==> src/rtl/stage_sequencer.sv <==
// Pipeline stage-enable sequencer: thermometer fill, spaced issue, thermometer drain,
// with stall/flush, an instruction budget and a start/busy/done handshake.
module stage_sequencer #(
    parameter int WIDTH = 6,
    parameter int GAP   = 1,
    parameter int CNT_W = 8
) (
    input  logic             clk,
    input  logic             clr,
    input  logic             start,
    input  logic             stall,
    input  logic             flush,
    input  logic [CNT_W-1:0] max_count,
    output logic [WIDTH-1:0] inst_en,
    output logic             busy,
    output logic             done,
    output logic [CNT_W-1:0] inst_count
);

    localparam int K_W = $clog2(WIDTH);
    localparam int G_W = (GAP < 2) ? 1 : $clog2(GAP + 1);
    localparam logic [K_W-1:0]   K_ONE   = K_W'(1);
    localparam logic [K_W-1:0]   K_LAST  = K_W'(WIDTH - 1);
    localparam logic [G_W-1:0]   G_ONE   = G_W'(1);
    localparam logic [G_W-1:0]   G_LAST  = G_W'(GAP);
    localparam logic [CNT_W-1:0] CNT_ONE = CNT_W'(1);
    localparam logic [WIDTH-1:0] ALL_ON  = '1;

    typedef enum logic [2:0] {
        S_IDLE,
        S_FILL,
        S_RUN_ON,
        S_RUN_GAP,
        S_DRAIN
    } state_t;

    state_t           state_q, state_d;
    logic [K_W-1:0]   k_q, k_d;
    logic [G_W-1:0]   gap_q, gap_d;
    logic [CNT_W-1:0] cnt_q, cnt_d;
    logic [CNT_W-1:0] budget_q, budget_d;
    logic [WIDTH-1:0] en_q, en_d;
    logic             busy_q, busy_d;
    logic             done_q, done_d;

    // k ones from the MSB end
    function automatic logic [WIDTH-1:0] fill_pat(input logic [K_W-1:0] k);
        return ~(ALL_ON >> k);
    endfunction

    // k ones removed from the MSB end
    function automatic logic [WIDTH-1:0] drain_pat(input logic [K_W-1:0] k);
        return ALL_ON >> k;
    endfunction

    always_comb begin
        state_d  = state_q;
        k_d      = k_q;
        gap_d    = gap_q;
        cnt_d    = cnt_q;
        budget_d = budget_q;
        en_d     = '0;
        busy_d   = 1'b0;
        done_d   = 1'b0;

        if (flush) begin
            state_d = S_IDLE;
        end else if (state_q == S_IDLE) begin
            if (start) begin
                state_d  = S_FILL;
                k_d      = K_ONE;
                budget_d = max_count;
                cnt_d    = '0;
                en_d     = fill_pat(K_ONE);
                busy_d   = 1'b1;
            end
        end else if (stall) begin
            // Everything holds, so the pending pattern is shown once stall drops.
            busy_d = 1'b1;
        end else begin
            busy_d = 1'b1;
            case (state_q)
                S_FILL: begin
                    if (k_q == K_LAST) begin
                        state_d = S_RUN_ON;
                        cnt_d   = cnt_q + CNT_ONE;
                        en_d    = ALL_ON;
                    end else begin
                        k_d  = k_q + K_ONE;
                        en_d = fill_pat(k_q + K_ONE);
                    end
                end
                S_RUN_ON: begin
                    if (budget_q != '0 && cnt_q == budget_q) begin
                        state_d = S_DRAIN;
                        k_d     = K_ONE;
                        en_d    = drain_pat(K_ONE);
                    end else if (GAP > 0) begin
                        state_d = S_RUN_GAP;
                        gap_d   = G_ONE;
                    end else begin
                        cnt_d = cnt_q + CNT_ONE;
                        en_d  = ALL_ON;
                    end
                end
                S_RUN_GAP: begin
                    if (gap_q == G_LAST) begin
                        state_d = S_RUN_ON;
                        cnt_d   = cnt_q + CNT_ONE;
                        en_d    = ALL_ON;
                    end else begin
                        gap_d = gap_q + G_ONE;
                    end
                end
                S_DRAIN: begin
                    if (k_q == K_LAST) begin
                        state_d = S_IDLE;
                        busy_d  = 1'b0;
                        done_d  = 1'b1;
                    end else begin
                        k_d  = k_q + K_ONE;
                        en_d = drain_pat(k_q + K_ONE);
                    end
                end
                default: begin
                    state_d = S_IDLE;
                    busy_d  = 1'b0;
                end
            endcase
        end
    end

    always_ff @(posedge clk or negedge clr) begin
        if (!clr) begin
            state_q  <= S_IDLE;
            k_q      <= '0;
            gap_q    <= '0;
            cnt_q    <= '0;
            budget_q <= '0;
            en_q     <= '0;
            busy_q   <= 1'b0;
            done_q   <= 1'b0;
        end else begin
            state_q  <= state_d;
            k_q      <= k_d;
            gap_q    <= gap_d;
            cnt_q    <= cnt_d;
            budget_q <= budget_d;
            en_q     <= en_d;
            busy_q   <= busy_d;
            done_q   <= done_d;
        end
    end

    assign inst_en    = en_q;
    assign busy       = busy_q;
    assign done       = done_q;
    assign inst_count = cnt_q;

endmodule

==> config.mk <==
export PLATFORM = sky130hd
export DESIGN_NAME = stage_sequencer
export DESIGN_NICKNAME = d
export VERILOG_FILES = /design/src/rtl/stage_sequencer.sv
export SDC_FILE = /design/constraint.sdc
export NUM_CORES = 1
export LEC_CHECK = 0
export ABC_AREA = 1
export ABC_CLOCK_PERIOD_IN_PS = 1800
export CORE_UTILIZATION = 53
export CTS_CLUSTER_SIZE = 16
export DETAILED_ROUTE_END_ITERATION = 8
export GPL_ROUTABILITY_DRIVEN = 0
export PLACE_DENSITY = 0.85
export SYNTH_ARGS = -nofsm -noshare
export SYNTH_HDL_FRONTEND = slang
export SYNTH_SLANG_ARGS = --single-unit
export TNS_END_PERCENT = 1
==> constraint.sdc <==
create_clock -name clk -period 1.8 [get_ports clk]
set_input_delay 0.45 -clock clk [delete_from_list [all_inputs] [get_ports clk]]
set_output_delay 0.45 -clock clk [all_outputs]
set_load 0.005 [all_outputs]
======== Word-level counts from Yosys, hierarchy flattened ========
Cells that the tools add are included.
word-level totals
  register bits ........................... 31
  input bits .............................. 13
  output and inout bits ................... 16
  word-level logic and storage cells ...... 90
operators by class
  add/subtract/negate cells ............... 3
  equality and inequality tests ........... 18
  shift-type cells ........................ 1
  muxes and demuxes ....................... 43
  bitwise operators ....................... 4
  reductions and logical operators ........ 13
operators by type and width
  cell                 number
  $mux 6               7
  $mux 8               5
  $mux 3               12
  $pmux 6 s4           1
  $pmux 8 s2           1
  $ne 3x3->1 const B   5
  $mux 1               12
  $ne 4x4->1 const B   3
  $pmux 3 s4           1
  $reduce_and 6->1     2
  $reduce_and 5->1     2
  $add 8x1->8 const B  1
  $eq 8x8->1           1
  $reduce_bool 8->1    1
  $eq 3x2->1 const B   2
  $eq 3x3->1 const B   2
  $not 6->6            1
  $pmux 3 s2           1
  $reduce_bool 3->1    2
  $shr 6x3->6 const A  1
  $mux 5               1
  $ne 2x2->1 const B   2
  $pmux 1 s2           2
  $add 3x1->3 const B  1
  other kinds (11)     13

======== Longest topological paths before layout ========
Gate-level depths: netlist of the first run.
  depth after elaboration ................. 8
  depth in mapped cells ................... 11
  gate-level depth less buffers ........... 11

======== Worst setup path after synthesis of the first run ========
OpenSTA, ideal clock, no wires.
  path kind ............................... register to register
  from .................................... register k_q[0]
  to ...................................... register en_q[0], in the netlist inst_en[0]
  setup time .............................. 0.113 ns
  arrival time ............................ 1.393 ns
  data required time ...................... 1.687 ns
  slack ................................... 0.294 ns
  stages on the path, launching flop included .. 10
  path buffers ............................ 0
  clock period less this slack ............ 1.506 ns
  path through ............................ dfrtp_1 > ha_1 > xnor2_1 > nand2_1 > nand2_1 > nor2_1 > nor2_1 > nand3_1 > nand2_1 > inv_1
between the ends
  cells in the longest elaborated chain, start to end .. 8
  elaborated cells between the ends (all ways) .. 10
  classes of those cells .................. add/sub (1); eq/ne (1); shift (1); mux (6); bitwise (1)
ends and longest elaborated chain
  what                      RTL line  text
  start: declaration        38        logic [K_W-1:0] k_q, k_d;
  start signal: assignment  145       k_q <= k_d;
  $add 3x1->3               90, 122
  $shr 6x3->6               48, 53
  $not 6->6                 48        return ~(ALL_ON >> k);
  $mux 6                    84        if (k_q == K_LAST) begin
  $pmux 6 s4 (*)            82        case (state_q)
  $mux 6 (*)                77        end else if (stall) begin
  $mux 6 (*)                68        end else if (state_q == S_IDLE) begin
  $mux 6 (*)                66        if (flush) begin
  net en_d[0]               42        logic [WIDTH-1:0] en_q, en_d;
  end signal: assignment    149       en_q <= en_d;
  end: declaration          42
The timed path passes the listed nets; every way through them passes the cells marked *.
A chain may end at the register's enable or synchronous reset.

======== Worst setup path after layout of the first run ========
  from .................................... register cnt_q[3], in the netlist inst_count[3]
  to ...................................... output inst_count[3]
RTL lines
  what                      RTL line  text
  start: declaration        40        logic [CNT_W-1:0] cnt_q, cnt_d;
  start signal: assignment  147       cnt_q <= cnt_d;
  end: declaration          17        output logic [CNT_W-1:0] inst_count
No word-level cell between the ends.

==> metrics.txt, run 1 <==
Max Clock Skew=0.00959 ns; synthesized flop and latch total=31; met2 WL post-DR=1920 um; I/O Pins=29; worst-margin pin slew=0.401 ns; period utilisation layout=0.976; Synth Instances=between 200 and 300; Fin. Hold Viols=0; drt drc=0; number of gates resized after cts=2; Main synth FF type=dfrtp_1; Die Span Y=61.5 um; synth warn=0; Critical Path, Cell by Cell=clkdlybuf4s50_1; Synth Cell Area=1880 sq um; vias=approximately 1800; worst hold slack=approximately 0.50 ns; Synth Area per Inst=7.00 sq um; crit path kind=register to output pin; largest incremental delay on the critical path=0.53 ns; FFs w/ async S/R, synth=1.00; max layer used=met4; crit path buf inv count=1; pre-CTS WS=-0.0709 ns; Power, Total=between 0.002 and 0.0025 W; number of global-route vias before repair=1501; WP data required=1.35 ns; root buffer cell=clkbuf_4; final WL=4090 um; Final Setup Violations=0; status=complete, no violations; pwr dens=1030 nW/um^2; Antenna Cells=0; Post-CTS Setup Repair Bufs=0; slowest stage cell, crit path=clkdlybuf4s50_1; IO Port Bufs=28; die area=3780 sq um; 1st-pass router iterations=4; Pleak=~1.3 nW; Nets=326; final setup margin=0.0434 ns; CP endpoint kind=output pin; TritonCTS clock tree=done; Worst-Skew Late Latency=0.34 ns; CTS sink count=31; initial antenna violation count=0; Max Freq=569 MHz; Netlist cell types=29; crit start category=register; Tot GR Track Use=0.243; Layout fillers=301; post-route ant nets=0; Seq/Total Area, Yosys=0.414; EDFF count, synth=0; Final Slew Violations=0; fraction of layout cells with a size suffix above 1=0.123; starting density of the core=0.558; 1st-iter DRT viols=approximately 100; Max VDD drop=0.708 mV; DRT met1 WL=1860 um; CP arrival=roughly 1.3 ns; Remaining Overflow, GRT=0; Core Region=3360 sq um; hold buffers post-CTS=0; largest net degree at the start of global routing=32; clock buffer depth=2; Max-Cap Viols=0; HP Class=register to register; htree depth=2; first-pass GRT wire length=6620 um; post-DR wirelength/cell=between 10 and 15 um; Reg clk slew, reported paths=0.09 ns; met3 WL=around 260 um; RSZ-0062 raised after global routing=false; number of buffers created by CTS=5; Period minus WS final=1.76 ns; Via density=4.98; hpwl dp=3030 um; area delta synth->final=25.5%; Crit path max-delay family=buffers and inverters; num rows=21; crit-path max FO=5; Die W=61.5 um; Syn Nets=286; Worst slew margin=0.733
[state kept, by name, summed over array words and instances (netlist names)]
| register | count |
|---|---|
| budget_q | 8 |
| done | 1 |
| k_q | 3 |
| gap_q | 1 |
| busy | 1 |
| inst_en | 6 |
| inst_count | 8 |
| state_q | 3 |
[synth_stat cells, types with 2 or more instances]
master    n  area (sq um)
buf_2     2          10.0
a21oi_2   2          17.5
nand2_2   2          12.5
o21ai_0   5          25.0
nand3_1  12          60.1
a21oi_1  15          75.1
nor2_1   37           139
inv_2     4          15.0
nor3_1    3          15.0
or2_2     2          12.5
o21ai_1   7          35.0
ha_1      5          62.6
dfrtp_1  31           776
inv_1    38           143
xor2_1    3          26.3
xnor2_1   2          17.5
nand2_1  82           308
nand4_1   5          31.3
[tightest hold or removal path: cells and delay by family (launching register included)]
| family | cells | cell delay, ns |
|---|---|---|
| flops | 1 | 0.36 |
| simple gates | 1 | 0.06 |
| buf+inv | 1 | 0.05 |
[power by group]
group / total (W) / internal (W) / switching [W]
Clock: 0.000466 / 0.000229 / 0.000236
Sequential: 0.000984 / 0.000836 / 0.000148
Combinational: 0.000972 / 0.000398 / 0.000574
Total: 0.00242 / 0.00146 / 0.000958
[metal layers]
metal  GRT usage  up-vias
met5           0        -
met4       0.105        0
met3      0.0441        6
met2       0.375       55
met1       0.335      790
li1            -      916
[cell families after synthesis]
group           synth area share
simple gates               0.332
compound gates            0.0987
flops                      0.414
xor+xnor                  0.0234
fa+ha+maj                 0.0334
buf+inv                   0.0927
mux                      0.00600
[cells in the final DEF (no fill, tap or decap), types with 2 or more instances in the layout]
| cell | instances |
|---|---|
| a21oi_1 | 15 |
| a21oi_2 | 2 |
| buf_4 | 7 |
| clkbuf_4 | 5 |
| clkbuf_8 | 2 |
| clkdlybuf4s50_1 | 25 |
| dfrtp_1 | 26 |
| dfrtp_2 | 5 |
| dlymetal6s2s_1 | 3 |
| ha_1 | 5 |
| inv_1 | 38 |
| inv_2 | 4 |
| nand2_1 | 81 |
| nand2_2 | 3 |
| nand3_1 | 12 |
| nand4_1 | 5 |
| nor2_1 | 37 |
| nor3_1 | 2 |
| o21ai_0 | 5 |
| o21ai_1 | 7 |
| or2_2 | 2 |
| xor2_1 | 3 |
[per-stage QoR]
step / setup TNS (ns) / instances / cell area [sq um] / utilization
after floorplan: 0 / 268 / 1880 / -
after detailed placement: -0.376 / 347 / 2260 / 0.671
final: 0 / 355 / 2350 / 0.700
after CTS: 0 / 355 / 2330 / 0.692
after global routing: 0 / 355 / 2350 / 0.700
after global placement: -0.0444 / 347 / 2260 / 0.671
[final timing paths]
kind,from,to,slack (ns),cells past startpoint
min,gap_q,gap_q,0.50,2
min in group asynchronous,clr,inst_en[3],0.52,2
max in group asynchronous,clr,inst_count[5],0.97,2
max,inst_count[3],inst_count[3],0.04,1
min reg2reg,gap_q,gap_q,0.50,2
max reg2reg,k_q[0],inst_en[0],0.22,9
[cell type report]
cell class / count / area [sq um] / area share
Tap cell: 46 / 57.6 / 0.0245
Timing Repair Buffer: 35 / 340 / 0.145
Clock buffer: 8 / 68.8 / 0.0292
Multi-Input combinational cell: 192 / 941 / 0.400
Sequential cell: 31 / 782 / 0.332
Inverter: 43 / 164 / 0.0696
Power figures use the tool's default switching activity.
==> run 2, diff against run 1 <==
--- a/config.mk
+++ b/config.mk
@@ -8,10 +8,9 @@
 export ABC_AREA = 1
 export ABC_CLOCK_PERIOD_IN_PS = 1800
 export CORE_UTILIZATION = 53
-export CTS_CLUSTER_SIZE = 16
 export DETAILED_ROUTE_END_ITERATION = 8
 export GPL_ROUTABILITY_DRIVEN = 0
-export PLACE_DENSITY = 0.85
+export PLACE_DENSITY_LB_ADDON = 0.2
 export SYNTH_ARGS = -nofsm -noshare
 export SYNTH_HDL_FRONTEND = slang
 export SYNTH_SLANG_ARGS = --single-unit
==> run 2 against run 1 <==
Sequential power rose by 0.4%. Clock skew rose by 0.0013 ns. Clock-buffer cell count fell by 1. Worst setup slack improved by 0.019 ns. Largest cell class unchanged.
==> metrics.txt, run 2 (synthesized netlist as in run 1, its figures left out) <==
fin cells=354 (-0.28%); crit path buf inv count=1 (unchanged); final WL=3970 um (-3.1%); Max Freq=575 MHz (+1.1%); WP data required=1.35 ns (about the same); 1st-pass router iterations=6 (+2); Worst slew margin=0.734 (+0.00107); Nets=325 (-0.31%); Placed Cells=346 (-0.29%); clock buffer depth=2 (unchanged); met2 usage=0.366 (-0.00922); Final Setup Violations=0 (unchanged); Antenna Cells=0 (unchanged); pwr dens=1010 nW/um^2 (-1.7%); pre-CTS WS=-0.0872 ns (-0.0163 ns); Core Region=3360 sq um (unchanged); crit path kind=register to output pin; TritonCTS clock tree=done; crit start category=register; Tot GR Track Use=0.239 (-0.00406); post-DR wirelength/cell=11.2 um (-2.8%); commonest non-fill, non-tap cell in the layout=nand2_1; Fin. Hold Viols=0 (unchanged); Die Span Y=61.5 um (unchanged); status=complete, no violations; area delta synth->final=23.5%; hpwl dp=2950 um (-2.8%); worst-margin pin slew=0.399 ns (-0.00161 ns); commonest cells after routing, fill and taps aside=82 x nand2_1, 37 x inv_1, 37 x nor2_1, 26 x dfrtp_1, 26 x clkdlybuf4s50_1; GR Util met3=0.0504 (+0.00630); RSZ-0062 raised after global routing=false; crit-path max FO=5 (unchanged); Reg clk slew, reported paths=0.10 ns (about the same); I/O Pins=29 (unchanged); FF-to-FF End=inst_count[2]; num rows=21 (unchanged); 1st-iter DRT viols=94 (-8.7%); Period minus WS final=1.74 ns (-0.0187 ns); Max Clock Skew=0.0108 ns (+0.00126 ns); IO Port Bufs=28 (unchanged); starting density of the core=0.558 (unchanged); R2R depth=7 (-2); Power, Total=0.00234 W (-3.2%); Final Slew Violations=0 (unchanged); Max VDD drop=0.701 mV (-1.1%); Remaining Overflow, GRT=0 (unchanged); Die W=61.5 um (unchanged); htree depth=2 (unchanged); CTS sink count=31 (unchanged); Crit path max-delay family=buffers and inverters; number of buffers created by CTS=5 (unchanged); Post-CTS Setup Repair Bufs=0 (unchanged); first-pass GRT wire length=6610 um (-0.11%); number of global-route vias before repair=1551 (+3.3%); Worst-Skew Late Latency=0.34 ns (about the same); Reg2Reg Setup Slack=0.20 ns (-0.02 ns); GR peak layer=met2; worst r2r src=state_q[0]; drt drc=0 (unchanged); CP arrival=1.29 ns (-0.02 ns); Pleak=1.24 nW (-2.9%); period utilisation layout=0.965 (-0.0104); Critical Path, Cell by Cell=clkdlybuf4s50_1; post-route ant nets=0 (unchanged); Max-Cap Viols=0 (unchanged); M1 GR Usage=0.334 (-0.000439); slowest stage cell, crit path=clkdlybuf4s50_1; initial antenna violation count=0 (unchanged); largest incremental delay on the critical path=0.52 ns (about the same); vias=1764 (-0.17%); root buffer cell=clkbuf_4; CP endpoint kind=output pin; final setup margin=0.0621 ns (+0.0187 ns); fraction of layout cells with a size suffix above 1=0.114 (-0.00934); Via density=4.98 (+0.11%); largest net degree at the start of global routing=32 (unchanged); HP Class=input pin to asynchronous set/reset pin; die area=3780 sq um (unchanged)
-- run 2: final cells by class --
| class | count | area [sq um] |
|---|---|---|
| Fill cell | 306 | 1050 |
| Tap cell | 46 | 57.6 |
| Multi-Input combinational cell | 192 | 933 |
| Clock inverter | 1 | 5.00 |
| Timing Repair Buffer | 34 | 330 |
| Clock buffer | 7 | 45.0 |
| Inverter | 43 | 164 |
| Sequential cell | 31 | 782 |
-- run 2: repair_timing --
action,in CTS,in global routing
pin swaps,0,0
gates resized for setup,1,8
endpoints found under the setup margin,1,8
hold buffers,0,0
-- run 2: worst max path at each step --
stage          cells after the start            end     startpoint  slack (ns)
2_1_floorplan                      9     inst_en[0]         k_q[0]        0.29
3_3_place_gp                       8  inst_count[2]          flush       -0.03
3_5_place_dp                       8  inst_count[2]          flush       -0.09
4_1_cts                            1  inst_count[2]  inst_count[2]       0.008
5_1_grt                            9     inst_en[1]         k_q[1]        0.01
6_report                           1  inst_count[4]  inst_count[4]        0.06
-- run 2: per-layer routing --
| layer | routed length (um) | up-vias |
|---|---|---|
| met4 | 44 | 0 |
| met2 | 1840 | 48 |
| li1 | - | 917 |
| met5 | 0 | - |
| met3 | 206 | 5 |
| met1 | 1880 | 794 |
-- run 2: metrics by stage --
step	utilization	TNS, ns	instance area (sq um)	hold WS, ns
floorplan	-	0	1880	0.154
global placement	0.669	-0.106	2250	0.468
detailed placement	0.669	-0.434	2250	0.476
CTS	0.684	0	2300	0.500
global route	0.689	0	2320	0.533
finish	0.689	0	2320	0.498
-- run 2: power breakdown --
part,internal (W),total [W],switching [W]
Combinational,0.000390,0.000965,0.000575
Sequential,0.000837,0.000988,0.000151
Clock,0.000152,0.000389,0.000237
Total,0.00138,0.00234,0.000963
==> run 3, diff against run 2 <==
--- a/config.mk
+++ b/config.mk
@@ -7,6 +7,7 @@
 export LEC_CHECK = 0
 export ABC_AREA = 1
 export ABC_CLOCK_PERIOD_IN_PS = 1800
+export CAP_MARGIN = 20
 export CORE_UTILIZATION = 53
 export DETAILED_ROUTE_END_ITERATION = 8
 export GPL_ROUTABILITY_DRIVEN = 0
==> results of run 3 <==
Final layout, timing and power as in run 2 (identical DEF).
